### config.mk
export PLATFORM = sky130hd
export DESIGN_NAME = camera_pixel_assembler
export DESIGN_NICKNAME = d
export VERILOG_FILES = /design/src/rtl/cam_pkg.sv /design/src/rtl/pclk_edge_detect.sv /design/src/rtl/camera_pixel_assembler.sv
export SDC_FILE = /design/constraint.sdc
export NUM_CORES = 1
export LEC_CHECK = 0
export CORE_UTILIZATION = 40
export DETAILED_ROUTE_END_ITERATION = 12
export PLACE_DENSITY = 0.65
export SYNTH_ARGS = -nofsm -noshare
export SYNTH_HDL_FRONTEND = slang
export SYNTH_HIERARCHICAL = 1
export SYNTH_SLANG_ARGS = --single-unit
### constraint.sdc
create_clock -name clk_in -period 2.7 [get_ports clk_in]
set_input_delay 0.54 -clock clk_in [delete_from_list [all_inputs] [get_ports clk_in]]
set_output_delay 0.54 -clock clk_in [all_outputs]
set_load 0.02 [all_outputs]
### src/rtl/cam_pkg.sv
// rtl/cam_pkg.sv - shared widths, resolution defaults and assembler state type
package cam_pkg;
    localparam int HRES_DEFAULT = 1280;
    localparam int VRES_DEFAULT = 720;
    localparam int HCOUNT_W     = 11;
    localparam int VCOUNT_W     = 10;
    localparam int PIXEL_W      = 16;

    typedef enum logic [1:0] {
        WAIT_FRAME = 2'd0,
        WAIT_HI    = 2'd1,
        WAIT_LO    = 2'd2
    } asm_state_t;
endpackage

### src/rtl/pclk_edge_detect.sv
// rtl/pclk_edge_detect.sv - rising-edge detector for the synchronized camera pixel clock
module pclk_edge_detect (
    input  logic clk_in,
    input  logic rst_in,
    input  logic pclk_in,
    output logic pclk_rise
);
    logic pclk_prev;

    always_ff @(posedge clk_in or posedge rst_in) begin
        if (rst_in) begin
            pclk_prev <= 1'b0;
        end else begin
            pclk_prev <= pclk_in;
        end
    end

    assign pclk_rise = pclk_in & ~pclk_prev;
endmodule

### src/rtl/camera_pixel_assembler.sv
// rtl/camera_pixel_assembler.sv - pairs camera bus bytes into tagged RGB565 pixels
module camera_pixel_assembler
    import cam_pkg::*;
#(
    parameter int HRES = HRES_DEFAULT,
    parameter int VRES = VRES_DEFAULT
) (
    input  logic                clk_in,
    input  logic                rst_in,
    input  logic                camera_pclk_in,
    input  logic                camera_hs_in,
    input  logic                camera_vs_in,
    input  logic [7:0]          camera_data_in,
    output logic                data_valid_out,
    output logic [PIXEL_W-1:0]  pixel_data_out,
    output logic [HCOUNT_W-1:0] hcount_out,
    output logic [VCOUNT_W-1:0] vcount_out,
    output logic                frame_done_out
);
    localparam logic [HCOUNT_W-1:0] HLIM = HCOUNT_W'(HRES);
    localparam logic [VCOUNT_W-1:0] VLIM = VCOUNT_W'(VRES);
    localparam logic [HCOUNT_W-1:0] HMAX = '1;
    localparam logic [VCOUNT_W-1:0] VMAX = '1;

    logic                pclk_rise;
    asm_state_t          state;
    logic [HCOUNT_W-1:0] hcount;
    logic [VCOUNT_W-1:0] vcount;
    logic [7:0]          hi_byte;
    logic                hs_prev;
    logic                vs_prev;
    logic                frame_has_pixel;

    pclk_edge_detect u_edge (
        .clk_in    (clk_in),
        .rst_in    (rst_in),
        .pclk_in   (camera_pclk_in),
        .pclk_rise (pclk_rise)
    );

    always_ff @(posedge clk_in or posedge rst_in) begin
        if (rst_in) begin
            state           <= WAIT_FRAME;
            hcount          <= '0;
            vcount          <= '0;
            hi_byte         <= '0;
            hs_prev         <= 1'b0;
            vs_prev         <= 1'b0;
            frame_has_pixel <= 1'b0;
            data_valid_out  <= 1'b0;
            pixel_data_out  <= '0;
            hcount_out      <= '0;
            vcount_out      <= '0;
            frame_done_out  <= 1'b0;
        end else begin
            data_valid_out <= 1'b0;
            frame_done_out <= 1'b0;
            if (pclk_rise) begin
                hs_prev <= camera_hs_in;
                vs_prev <= camera_vs_in;
                case (state)
                    WAIT_FRAME: begin
                        hcount <= '0;
                        vcount <= '0;
                        // vs_prev clears on reset, so a reset mid-frame needs a full VS pulse
                        if (vs_prev && !camera_vs_in) begin
                            state           <= WAIT_HI;
                            frame_has_pixel <= 1'b0;
                        end
                    end
                    default: begin
                        if (camera_vs_in) begin
                            state          <= WAIT_FRAME;
                            hcount         <= '0;
                            vcount         <= '0;
                            frame_done_out <= frame_has_pixel;
                        end else if (camera_hs_in) begin
                            if (state == WAIT_HI) begin
                                hi_byte <= camera_data_in;
                                state   <= WAIT_LO;
                            end else begin
                                if (hcount < HLIM && vcount < VLIM) begin
                                    data_valid_out  <= 1'b1;
                                    pixel_data_out  <= {hi_byte, camera_data_in};
                                    hcount_out      <= hcount;
                                    vcount_out      <= vcount;
                                    frame_has_pixel <= 1'b1;
                                end
                                if (hcount != HMAX) hcount <= hcount + 1'b1;
                                state <= WAIT_HI;
                            end
                        end else begin
                            // HS falling ends the line; an empty line leaves vcount alone
                            if (hs_prev) begin
                                if (hcount != '0 && vcount != VMAX) vcount <= vcount + 1'b1;
                                hcount <= '0;
                            end
                            state <= WAIT_HI;
                        end
                    end
                endcase
            end
        end
    end
endmodule

Yosys cells after proc, flatten, opt, wreduce, memory -nomap -nowiden
Index checks and enable logic that the tools add are counted.
{"block": "word_totals", "register_bits": 74, "latch_bits": 0, "ram_bits": 0, "romBits": 0, "input_bits": 13, "out_inout_bits": 39, "word_cells": 79, "n_memories": 0}
{"block": "classes", "add_sub_neg": 2, "n_mul": 0, "n_div": 0, "order_cmp": 2, "n_eq_ne": 9, "n_shift": 0, "n_mux": 31, "bitwise": 5, "reduce_logical": 17}
{"cell": "$mux 11", "n": 6}
{"cell": "$mux 10", "n": 5}
{"cell": "$mux 1", "n": 15}
{"cell": "$reduce_and 6->1", "n": 2}
{"cell": "$add 11x1->11 const B", "n": 1}
{"cell": "$lt 11x11->1 const B", "n": 1}
{"cell": "$ne 11x11->1 const B", "n": 1}
{"cell": "$reduce_bool 11->1", "n": 1}
{"cell": "$add 10x1->10 const B", "n": 1}
{"cell": "$lt 10x10->1 const B", "n": 1}
{"cell": "$mux 2", "n": 5}
{"cell": "$ne 10x10->1 const B", "n": 1}
{"cell": "$reduce_and 4->1", "n": 2}
{"cell": "$reduce_bool 3->1", "n": 2}
{"cell": "$reduce_and 5->1", "n": 1}
{"cell": "$ne 2x1->1 const B", "n": 2}
{"cell": "$ne 4x1->1 const B", "n": 1}
{"cell": "$ne 4x3->1 const B", "n": 1}
{"cell": "$not 1->1", "n": 4}
{"cell": "$reduce_bool 2->1", "n": 2}
{"cell": "$reduce_bool 4->1", "n": 1}
{"cell": "$logic_and 1x1->1", "n": 3}
{"cell": "$ne 3x1->1 const B", "n": 1}
{"cell": "$eq 2x1->1 const B", "n": 1}
{"cell": "other kinds (5)", "n": 5}

Logic depth before layout (Yosys ltp)
{"block": "logic_depth", "depth_word": 8, "ltp_mapped": 8, "ltp_nobuf": 7}

By module
The synthesis kept the hierarchy.
{"module": "camera_pixel_assembler", "n_inst": 1, "cells_each": 259, "area_each_um2": 3218.1, "seq_area_each_um2": 1826.8}
{"module": "pclk_edge_detect", "n_inst": 1, "cells_each": 3, "area_each_um2": 42.5, "seq_area_each_um2": 25.0}

Worst setup path before layout
Ideal clock, no wire load.
{"block": "synth_path", "path_type": "input to register", "startpoint": "input camera_pclk_in", "endpoint": "register hi_byte[0]", "setup_time_ns": 0.125, "t_arrival_ns": 1.875, "required_time_ns": 2.575, "slack_ns": 0.700, "cell_stages": 5, "n_path_buf": 1, "cell_sequence": "nor2b_4 clkbuf_1 nand2b_1 nor3_2 mux2_2"}
{"block": "synth_between", "elab_chain_len": 2}
{"item": "start, declared", "line_no": "camera_pixel_assembler.sv:10", "source": "input logic camera_pclk_in,"}
{"item": "$and 1x1->1", "line_no": "pclk_edge_detect.sv:18", "source": "assign pclk_rise = pclk_in & ~pclk_prev;"}
{"item": "$reduce_and 5->1 (no line)"}
{"item": "end signal, assigned", "line_no": "camera_pixel_assembler.sv:79", "source": "hi_byte <= camera_data_in;"}
{"item": "end, declared", "line_no": "camera_pixel_assembler.sv:29", "source": "logic [7:0] hi_byte;"}
Every way passes these cells.
A chain may end at the register's enable or synchronous reset.

Worst setup path in the final report
{"block": "layout_path", "startpoint": "register hcount[0]", "endpoint": "register vcount[7]"}
{"block": "layout_between", "elab_chain_len": 4}
{"item": "start, declared", "line_no": "camera_pixel_assembler.sv:27", "source": "logic [HCOUNT_W-1:0] hcount;"}
{"item": "start signal, assigned", "line_no": "camera_pixel_assembler.sv:89", "source": "if (hcount != HMAX) hcount <= hcount + 1'b1;"}
{"item": "$reduce_bool 11->1", "line_no": "camera_pixel_assembler.sv:95", "source": "if (hcount != '0 && vcount != VMAX) vcount <= vcount + 1'b1;"}
{"item": "$logic_and 1x1->1", "line_no": "camera_pixel_assembler.sv:95"}
{"item": "$reduce_bool 3->1 (no line)"}
{"item": "$reduce_and 4->1 (no line)"}
{"item": "end signal, assigned", "line_no": "camera_pixel_assembler.sv:95"}
{"item": "end, declared", "line_no": "camera_pixel_assembler.sv:28", "source": "logic [VCOUNT_W-1:0] vcount;"}
Every way passes these cells.

==> results.md <==
- The kind of end point of the critical path is a register.
- The number of nets in the synthesized netlist is 278.
- The post-route antenna net violation count is 0.
- The leftover overflow at the end of global routing is 0.
- The cell count after synthesis is 262.
- The first-pass iteration count of the detailed router is 4.
- In this run the number of H-tree levels came out at 3.
- At the later pin of the worst-skew pair, clock insertion delay measures 0.35 ns.
- The worst-case IR drop observed on VDD is 329 uV.
- The min-delay analysis places its worst path in the category primary input to async pin.
- The number of gates given a new drive strength after cts is 0.
- TritonCTS built the clock tree.
- The finished layout holds 428 standard cells, fillers aside.
- In the final layout, the multi-input gates occupy 1340 sq um.
- Entering global routing, the biggest net connects 74 pins.
- The worst-path maximum fanout is 5.
- The sequential share of power is 52.8%.
- By area the synthesized netlist is led by sky130_fd_sc_hd__dfrtp_1, sky130_fd_sc_hd__mux2_2, sky130_fd_sc_hd__nor2_1.
- Of the total power, the share spent switching nets is 27.2%.
- The routed design could run at a clock period as short as 2.16 ns.
- The run finished with clean final reports.
- The initial antenna violation count is 0.
- The footprint of the flip-flops and latches is 1850 sq um.
- The combinational cell fraction of total power is 14.6%.
- The core region is 7810 sq um.
- The tool flagged a number of max-cap violations equal to 0.
- The sequential area share after synthesis is 56.8%.
- The HPWL after detailed placement is 4.27 mm.
- The synthesized flop and latch total is 74.
- The average instance area after synthesis is 12.4 sq um.
- The cell chosen for the clock root is sky130_fd_sc_hd__clkbuf_8.
- The number of flops mapped to enable cells by yosys is 0.
- Counting tap cells, the placed design contains a total of 412 instances.
- In the synthesized netlist the dominant register cell turns out to be sky130_fd_sc_hd__dfrtp_1.
- Setup repair after global routing left no endpoint under its margin.
- Setup violations remaining at the end of the flow were counted as 0.
- Clock tree synthesis inserted a total of 9 buffers.
- Clock tree synthesis found a total of 74 sinks.
- The worst path required time is 2.94 ns.
- The number of violations reported at the end of detailed-routing iteration 0 is 119.
- sky130_fd_sc_hd__dfrtp_1 takes more of the synthesized area than any other cell.
- Buffers added to address setup during post-CTS repair amount to 0.
- The fraction of the cycle the final worst path needs is 80.1%.
- The number of nets in the layout is 337.
- The post-placement worst setup slack is 0.200 ns.
- The power density over the cells is 586 nW/um^2.
- The top-level port count is 52.
- The type of origin of the critical path is a register.
- The static leakage power is 0.00186 uW.
- The count of antenna diodes in the layout is 0.
- The synthesized netlist occupies a cell area of 3260 sq um.
- The minimum setup slack in the final design is 0.537 ns.
- The clock share of power is 32.6%.
- For the pin with the worst max-slew slack, the measured transition is 0.703 ns.
- In the synthesized netlist the async set-or-reset flop fraction comes to 100%.
- The final max-slew violation count is 0.
- Hold is met by 0.370 ns.
- The number of buffers added to fix hold violations after cts is 0.
- During placement, the flow inserted port buffers numbering 51.
- The setup skew after layout is 0.0103 ns.
- The total number of placement rows is 32.
- Internal power comes to 1750 uW.
- From synthesis to final layout, the design area changed by 26.0%.
- The clock-pin slew on the worst setup and hold paths is 0.08 ns.
- The average detailed-routed wire length per instance is 14.9 um.
- The worst pin sits at a relative slew slack of 52.5%.
- The via count of the first global-routing pass is 2194.
- In the routed design, unresolved DRC markers number 0.
- The detailed router placed 2236 vias in this run.
- Of the post-synthesis cell area, the dominant cell type holds 56.8%.
- Global routing consumed, over all layers together, 16.5% of the routing resources.
- The global-route wire length before repair is 10.8 mm.
- The routed design has 6.39 mm of wire.
- The fill cell instance count of the final layout is 721.
- The class of the most critical setup path is register to register.
- Data arrives at the worst endpoint at 2.40 ns.
- The die covers 8520 sq um.
- Once the floorplan was initialized, standard cells occupied 41.8% of the core.
- The warning count from the yosys run is 6.
- The upper clock frequency limit is 0.462 GHz.
- The horizontal extent of the die is 92.3 um.
- The final-layout setup total negative slack is 0 ns.
- The die extent in y is 92.3 um.
- The global placement routability congestion is 0.834.
- In the layout the commonest cells are sky130_fd_sc_hd__dfrtp_1, sky130_fd_sc_hd__clkdlybuf4s50_1, sky130_fd_sc_hd__mux2_2, sky130_fd_sc_hd__nor2_1, sky130_fd_sc_hd__nand2_1.
- The worst-case clock buffer depth is 2.
- In the final layout, the share of cells above drive strength 1 is 23.6%.
- The switching component of the power is 655 uW.
- Counting distinct cell types in the post-synthesis netlist gives 54.
- The worst register-to-register path begins at hcount[0]$_DFFE_PP0P_.
- The library cell used most frequently in the layout, excluding fill and tap cells, is sky130_fd_sc_hd__dfrtp_1.
- Using the TritonRoute via totals, the vias-per-cell ratio works out to 5.22.
- The launching instance or port of the critical path is hcount[0]$_DFFE_PP0P_.
- Measured on the finished design, the core utilization comes to 52.6%.
- The number of hold violations in the final report is 0.
-- cell usage after synthesis, types with 4 or more instances --
master and instances:
sky130_fd_sc_hd__nand2_1 12, sky130_fd_sc_hd__o211ai_1 6, sky130_fd_sc_hd__buf_2 4, sky130_fd_sc_hd__xor2_1 6, sky130_fd_sc_hd__clkbuf_1 4, sky130_fd_sc_hd__o21ai_0 10, sky130_fd_sc_hd__nor2_1 17, sky130_fd_sc_hd__nor3_1 5
sky130_fd_sc_hd__inv_1 9, sky130_fd_sc_hd__mux2_2 39, sky130_fd_sc_hd__nand3_1 9, sky130_fd_sc_hd__dfrtp_1 74, sky130_fd_sc_hd__mux2_1 4, sky130_fd_sc_hd__nand4_1 7
-- cells by family after synthesis --
group	Yosys count	share of synthesized area, %
flip-flops	74	56.8
XOR/XNOR	7	1.88
multiplexers	43	14.9
AO/OA/AOI/OAI	44	10.4
buffers and inverters	18	2.23
AND/OR/NAND/NOR	73	12.7
adder cells (fa/ha/maj)	3	1.15
-- metal layers --
| layer | wire, um | GRT usage (%) |
|---|---|---|
| met2 | 2900 | 23.8 |
| met3 | 295 | 3.98 |
| met5 | 0 | 0 |
| met4 | 116 | 8.98 |
| met1 | 3080 | 22.7 |
-- per-stage QoR --
stage	total power (uW)	instance area [sq um]
global placement	1640	3930
finish	2410	4110
detailed placement	1650	3930
global route	2520	4110
floorplan	1500	3260
CTS	2440	4110
-- state kept, by name, summed over array words and instances, names as in the netlist --
register,flops
frame_done_out,1
vcount,10
hcount_out,11
hi_byte,8
state,2
pixel_data_out,16
frame_has_pixel,1
u_edge/pclk_prev,1
vcount_out,10
data_valid_out,1
hs_prev,1
vs_prev,1
hcount,11
-- worst max-delay path, stage by stage (launching register included) --
cell	delay (ns)
sky130_fd_sc_hd__dfrtp_1	0.43
sky130_fd_sc_hd__inv_1	0.09
sky130_fd_sc_hd__ha_1	0.15
sky130_fd_sc_hd__nor4b_1	0.58
sky130_fd_sc_hd__a311oi_4	0.22
sky130_fd_sc_hd__buf_4	0.21
sky130_fd_sc_hd__nand4_1	0.11
sky130_fd_sc_hd__nor3_1	0.05
sky130_fd_sc_hd__a31o_2	0.21
-- power by group through the flow --
stage                     Sequential [uW]  Clock, uW  Combinational, uW
after detailed placement             1290          0                355
after floorplan                      1330          0                169
after global placement               1290          0                349
after CTS                            1270        811                358
final                                1270        785                352
after global routing                 1290        850                383
-- final timing paths --
path / to / slack, ns / cells after the start
min: u_edge/pclk_prev$_DFF_PP0_ / 0.37 / 2
max in group asynchronous: hcount_out[3]$_DFFE_PP0P_ / 1.76 / 3
max: vcount[7]$_DFFE_PP0P_ / 0.54 / 8
max reg2reg: vcount[7]$_DFFE_PP0P_ / 0.54 / 8
min reg2reg: vcount_out[4]$_DFFE_PP0P_ / 0.48 / 2
min in group clk_in: vcount_out[4]$_DFFE_PP0P_ / 0.48 / 2
-- cell type report --
type / instances / area share [%]
clock inverters: 6 / 1.00
clock buffers: 10 / 3.35
flip-flops and latches: 74 / 45.1
multi-input cells: 170 / 32.5
well taps: 102 / 3.11
repair buffers: 57 / 14.1
inverters: 9 / 0.822
(Power assumes the default switching activity.)
